**config.mk**
```make
export PLATFORM = sky130hd
export DESIGN_NAME = mag_cmp_seq
export DESIGN_NICKNAME = d
export VERILOG_FILES = /design/src/rtl/mag_cmp_pkg.sv /design/src/rtl/mag_cmp_base.sv /design/src/rtl/mag_cmp_seq.sv
export SDC_FILE = /design/constraint.sdc
export NUM_CORES = 1
export LEC_CHECK = 0
export ABC_CLOCK_PERIOD_IN_PS = 3400
export BUFFER_PORTS_ARGS = -buffer_cell sky130_fd_sc_hd__buf_2
export CELL_PAD_IN_SITES_DETAIL_PLACEMENT = 1
export CELL_PAD_IN_SITES_GLOBAL_PLACEMENT = 1
export CORE_MARGIN = 3
export CORE_UTILIZATION = 35
export CTS_CLUSTER_SIZE = 30
export DETAILED_ROUTE_END_ITERATION = 8
export GPL_ROUTABILITY_DRIVEN = 0
export PLACE_DENSITY_LB_ADDON = 0.1
export SETUP_SLACK_MARGIN = 0.05
export SLEW_MARGIN = 10
export SYNTH_ARGS = -nofsm -noshare
export SYNTH_HDL_FRONTEND = slang
export SYNTH_SLANG_ARGS = --single-unit
```
**constraint.sdc**
```tcl
create_clock -name clk -period 3.4 [get_ports clk]
set_clock_uncertainty 0.05 [all_clocks]
set_input_delay 0.51 -clock clk [delete_from_list [all_inputs] [get_ports clk]]
set_output_delay 0.51 -clock clk [all_outputs]
set_load 0.05 [all_outputs]
```
**src/rtl/mag_cmp_pkg.sv**
```systemverilog
// rtl/mag_cmp_pkg.sv - shared types and sizing helpers for the iterative magnitude comparator
package mag_cmp_pkg;

    typedef enum logic [1:0] {
        IDL = 2'd0,
        CMP = 2'd1,
        RSP = 2'd2
    } state_t;

    // Number of digit steps needed to cover a width, rounding up.
    function automatic int steps(input int width, input int digit);
        return (width + digit - 1) / digit;
    endfunction

    // Step counter width; at least one bit even for a single step.
    function automatic int cnt_width(input int nsteps);
        return (nsteps <= 1) ? 1 : $clog2(nsteps);
    endfunction

endpackage

```
**src/rtl/mag_cmp_base.sv**
```systemverilog
// rtl/mag_cmp_base.sv - combinational unsigned magnitude compare of one digit
module mag_cmp_base #(
    parameter int WIDTH          = 8,
    parameter int IMPLEMENTATION = 0
) (
    input  logic [WIDTH-1:0] a,
    input  logic [WIDTH-1:0] b,
    output logic             grt,
    output logic             lst
);

    generate
        if (IMPLEMENTATION == 0) begin : g_rel
            assign grt = (a > b);
            assign lst = (a < b);
        end else begin : g_sub
            // Borrow out of a-b means a<b; a nonzero difference without borrow means a>b.
            logic [WIDTH:0] diff;
            assign diff = {1'b0, a} - {1'b0, b};
            assign lst  = diff[WIDTH];
            assign grt  = !diff[WIDTH] && (diff[WIDTH-1:0] != '0);
        end
    endgenerate

endmodule

```
**src/rtl/mag_cmp_seq.sv**
```systemverilog
// rtl/mag_cmp_seq.sv - digit-serial magnitude comparator, MSB digit first; MAG_CMP_SEQ_EARLY_EN enables early exit
module mag_cmp_seq
    import mag_cmp_pkg::*;
#(
    parameter int WIDTH  = 32,
    parameter int DIGIT  = 8,
    parameter int SIGNED = 0
) (
    input  logic             clk,
    input  logic             rst,
    input  logic             req_vld,
    output logic             req_rdy,
    input  logic [WIDTH-1:0] val,
    input  logic [WIDTH-1:0] rfr,
    output logic             rsp_vld,
    input  logic             rsp_rdy,
    output logic             grt,
    output logic             lst,
    output logic             equ
);

    localparam int STEPS = steps(WIDTH, DIGIT);
    localparam int PW    = STEPS * DIGIT;
    localparam int CW    = cnt_width(STEPS);
    localparam logic [CW-1:0] CNT_LOAD = CW'(STEPS - 1);

    state_t          state;
    state_t          state_nxt;
    logic [PW-1:0]   sh_val;
    logic [PW-1:0]   sh_rfr;
    logic [PW-1:0]   cap_val;
    logic [PW-1:0]   cap_rfr;
    logic [CW-1:0]   cnt;
    logic            dig_grt;
    logic            dig_lst;
    logic            dig_equ;
    logic            req_acc;
    logic            last_step;

`ifndef MAG_CMP_SEQ_EARLY_EN
    logic            hit;
    logic            hit_grt;
`endif

    // Zero-pad on the MSB side; in signed mode flip the sign bit to get offset binary.
    always_comb begin
        cap_val              = '0;
        cap_rfr              = '0;
        cap_val[WIDTH-1:0]   = val;
        cap_rfr[WIDTH-1:0]   = rfr;
        if (SIGNED != 0) begin
            cap_val[WIDTH-1] = ~val[WIDTH-1];
            cap_rfr[WIDTH-1] = ~rfr[WIDTH-1];
        end
    end

    mag_cmp_base #(
        .WIDTH          (DIGIT),
        .IMPLEMENTATION (0)
    ) u_digit (
        .a   (sh_val[PW-1 -: DIGIT]),
        .b   (sh_rfr[PW-1 -: DIGIT]),
        .grt (dig_grt),
        .lst (dig_lst)
    );

    assign dig_equ   = !dig_grt && !dig_lst;
    assign last_step = (cnt == '0);
    assign req_acc   = req_vld;

    always_ff @(posedge clk or negedge rst) begin
        if (!rst) begin
            state <= IDL;
        end else begin
            state <= state_nxt;
        end
    end

    always_comb begin
        state_nxt = state;
        req_rdy   = 1'b0;
        rsp_vld   = 1'b0;
        case (state)
            IDL: begin
                req_rdy = 1'b1;
                if (req_acc) begin
                    state_nxt = CMP;
                end
            end
            CMP: begin
`ifdef MAG_CMP_SEQ_EARLY_EN
                if (!dig_equ || last_step) begin
                    state_nxt = RSP;
                end
`else
                if (last_step) begin
                    state_nxt = RSP;
                end
`endif
            end
            RSP: begin
                rsp_vld = 1'b1;
                if (rsp_rdy) begin
                    state_nxt = IDL;
                end
            end
            default: begin
                state_nxt = IDL;
            end
        endcase
    end

    // Operand shifters hold no meaningful state outside an operation, so they are not reset.
    always_ff @(posedge clk) begin
        if (state == IDL && req_acc) begin
            sh_val <= cap_val;
            sh_rfr <= cap_rfr;
        end else if (state == CMP) begin
            sh_val <= sh_val << DIGIT;
            sh_rfr <= sh_rfr << DIGIT;
        end
    end

    always_ff @(posedge clk or negedge rst) begin
        if (!rst) begin
            cnt     <= '0;
            grt     <= 1'b0;
            lst     <= 1'b0;
            equ     <= 1'b0;
`ifndef MAG_CMP_SEQ_EARLY_EN
            hit     <= 1'b0;
            hit_grt <= 1'b0;
`endif
        end else begin
            case (state)
                IDL: begin
                    if (req_acc) begin
                        cnt     <= CNT_LOAD;
`ifndef MAG_CMP_SEQ_EARLY_EN
                        hit     <= 1'b0;
                        hit_grt <= 1'b0;
`endif
                    end
                end
                CMP: begin
`ifdef MAG_CMP_SEQ_EARLY_EN
                    if (!dig_equ || last_step) begin
                        grt <= dig_grt;
                        lst <= dig_lst;
                        equ <= dig_equ;
                    end else begin
                        cnt <= cnt - 1'b1;
                    end
`else
                    // Only the most significant differing digit decides; later digits are ignored.
                    if (!hit && !dig_equ) begin
                        hit     <= 1'b1;
                        hit_grt <= dig_grt;
                    end
                    if (last_step) begin
                        grt <= hit ? hit_grt  : dig_grt;
                        lst <= hit ? !hit_grt : dig_lst;
                        equ <= !hit && dig_equ;
                    end else begin
                        cnt <= cnt - 1'b1;
                    end
`endif
                end
                RSP: begin
                    if (rsp_rdy) begin
                        grt <= 1'b0;
                        lst <= 1'b0;
                        equ <= 1'b0;
                    end
                end
                default: begin
                    cnt <= '0;
                end
            endcase
        end
    end

endmodule

```
==> results.toml <==
[outcome]
status = "finished, final reports clean"

[cells_and_area]
layout_commonest_cell = "nand2_1"
drive_above_1_share_pct = 24.1
mostFrequentLayoutCells = "nand2_1 (151), buf_2 (72), edfxtp_1 (64)"
fin_util_pct = 43.3
stdcell_area_sq_um = 4020
antenna_cells = 0
area_growth_pct = 19.8
nets = 468

[worst_setup_path]
critPathMaxFanout = 64
cp-start-kind = "flip-flop"
cp_top_family = "simple AND/OR/NAND/NOR gates"
crit_buf_inv = 0
critPathRequiredTime_ps = 3300
arrival_ps = 1950
max_stage_delay_ps = 600
path_cells = "nand2b_4, or2_2, nand2_4"
path_class = "reg2reg"
r2r_start = "state[0]"
cp-startpoint = "state[0]"
cp_slowest_cell = "nand2_4"
worstSetupEndpointType = "flip-flop"

[timing]
worst-slew-pin-transition_ps = 821
fin_ws_ps = 1350
rsz0062_at_grt = "false"
fin_tns_setup_ps = 0
period_share_pct = 60.3
maxSlewViolCount = 0
relSlewSlack_pct = 45.3
hold_violations = 0
finalSetupViolations = 0
timing.fmax_mhz = 488
min_period_ps = 2050

[cts]
cts_sinks = 73
htree_levels = 3
hold_buffers = 1
clock_path_buffers = 2
clk_latency_ps = 330
numCtsBuffers = 9
cts_resized = 0
cts.reportedPaths.clkPinSlew_ps = 70
clock-root-buffer = "clkbuf_8"
cts_tree = "built"
post-cts-setup-buffers = 0

[die]
chipWidth_microns = 104
initial_utilization_pct = 36.2
fp.dieArea_sq_um = 10800
fp.coreArea_sq_um = 9280
die_y_microns = 104
ioPinCount = 73
rows = 35

[routing]
drt_wl_total_microns = 6600
vias_per_cell = 4.43
ant_nets = 0
dr.pass1.iters = 4
drc = 0
num_vias = 2322
wl_per_cell_microns = 12.6
drt_iter0_drc = 87

[grt]
antenna_found_initial = 0
grt_max_degree = 65
grt_pass1_wl_microns = 11200
grt_remaining_overflow = 0
grt_pass1_vias = 2490
gr-usage-all-layers_pct = 13.0

[job]
maxCapViolations = 0

[power_and_ir_drop]
comb_power_share_pct = 34.0
p_leak_uw = 0.00187
vdd_drop_max_v = 0.000487
p_int_uw = 2510
p_clk_share_pct = 18.6
p_seq_share_pct = 47.4
powerDensity_nw_per_um2 = 962
p_sw_share_pct = 35.1
p_switching_uw = 1360

[yosys]
ys_warn_count = 0
synth.distinct_cells = 29
synth_area_sq_um = 3360
synth.net_count = 395
syn-mean-instance-area_sq_um = 10.6
ys_seq_area_share_pct = 63.9
yosys_register_bits = 73
syn_inst = 318

[min_path]
hp-start = "rsp_rdy"
hold_class = "in2reg"

[place]
dpl_cell_area_sq_um = 3810
hpwl_microns = 4590
io_buffers = 72
place_ws_ps = 1300
power by group through the flow:
stage	Combinational, uW	Clock [uW]	Sequential [uW]
after floorplan	1020	0	1860
after global placement	1310	0	1840
after detailed placement	1360	0	1860
after CTS	1360	743	1840
after global routing	1550	780	1890
final	1320	721	1840
worst register-to-register path: stages (launching register included):
cell,delay (ps)
dfrtp_1,470
nand2b_4,200
or2_2,320
nand2_4,600
through the flow:
step	total power [uW]	hold WS, ps	instances
final	3870	369	524
after global routing	4220	378	524
after CTS	3950	355	524
after detailed placement	3210	327	508
after global placement	3150	322	508
after floorplan	2880	164	318
path summary, 6_finish.rpt:
path                       slack (ps)        end  cells after the start
max in group asynchronous        2600   state[0]                      2
hold / removal                    370   state[1]                      2
min in group asynchronous         510        grt                      2
hold reg to reg                   450        lst                      2
setup reg to reg                 1350  sh_val[4]                      3
setup / recovery                 1350  sh_val[4]                      3
routing by layer:
layer,routed length (microns),GRT usage (%)
met2,3500,23.1
met5,0,0
met3,246,2.86
met4,68,4.84
met1,2790,15.3
cell type report:
| cell class | instances | area [sq um] |
|---|---|---|
| Clock inverter | 6 | 83.8 |
| Sequential cell | 73 | 2150 |
| Fill cell | 1096 | 5260 |
| Tap cell | 129 | 161 |
| Clock buffer | 9 | 124 |
| Inverter | 12 | 45.0 |
| Multi-Input combinational cell | 220 | 1060 |
| Timing Repair Buffer | 75 | 398 |
cell families after synthesis:
| logic type | count (synthesis) | share of synthesized area (%) |
|---|---|---|
| AND/OR/NAND/NOR | 189 | 23.8 |
| flip-flops | 73 | 63.9 |
| buffers and inverters | 25 | 4.73 |
| AO/OA/AOI/OAI | 22 | 4.17 |
| adder cells (fa/ha/maj) | 9 | 3.35 |
state kept, by name, summed over array words and instances (netlist names):
signal / flops
cnt: 2
equ: 1
grt: 1
hit: 1
hit_grt: 1
lst: 1
sh_rfr: 32
sh_val: 32
state: 2
cell usage after synthesis (all sizes together):
cell type | number | area, sq um
o211ai | 1 | 7.51
nand2 | 152 | 571
nand2b | 3 | 33.8
o21ai | 8 | 40.0
a22oi | 1 | 7.51
o21a | 2 | 15.0
and2 | 16 | 100
nor3 | 2 | 10.0
nor2 | 7 | 28.8
ha | 9 | 113
or2 | 2 | 12.5
inv | 12 | 45.0
nand4 | 2 | 12.5
a221oi | 1 | 15.0
or3 | 1 | 6.26
nand3 | 1 | 5.00
clkbuf | 1 | 3.75
o31ai | 1 | 12.5
a21o | 1 | 7.51
a21oi | 7 | 35.0
edfxtp | 64 | 1920
nor2b | 2 | 12.5
dfrtp | 9 | 225
buf | 12 | 110
nor3b | 1 | 7.51
Note: power is estimated with default switching activity, not from simulation.
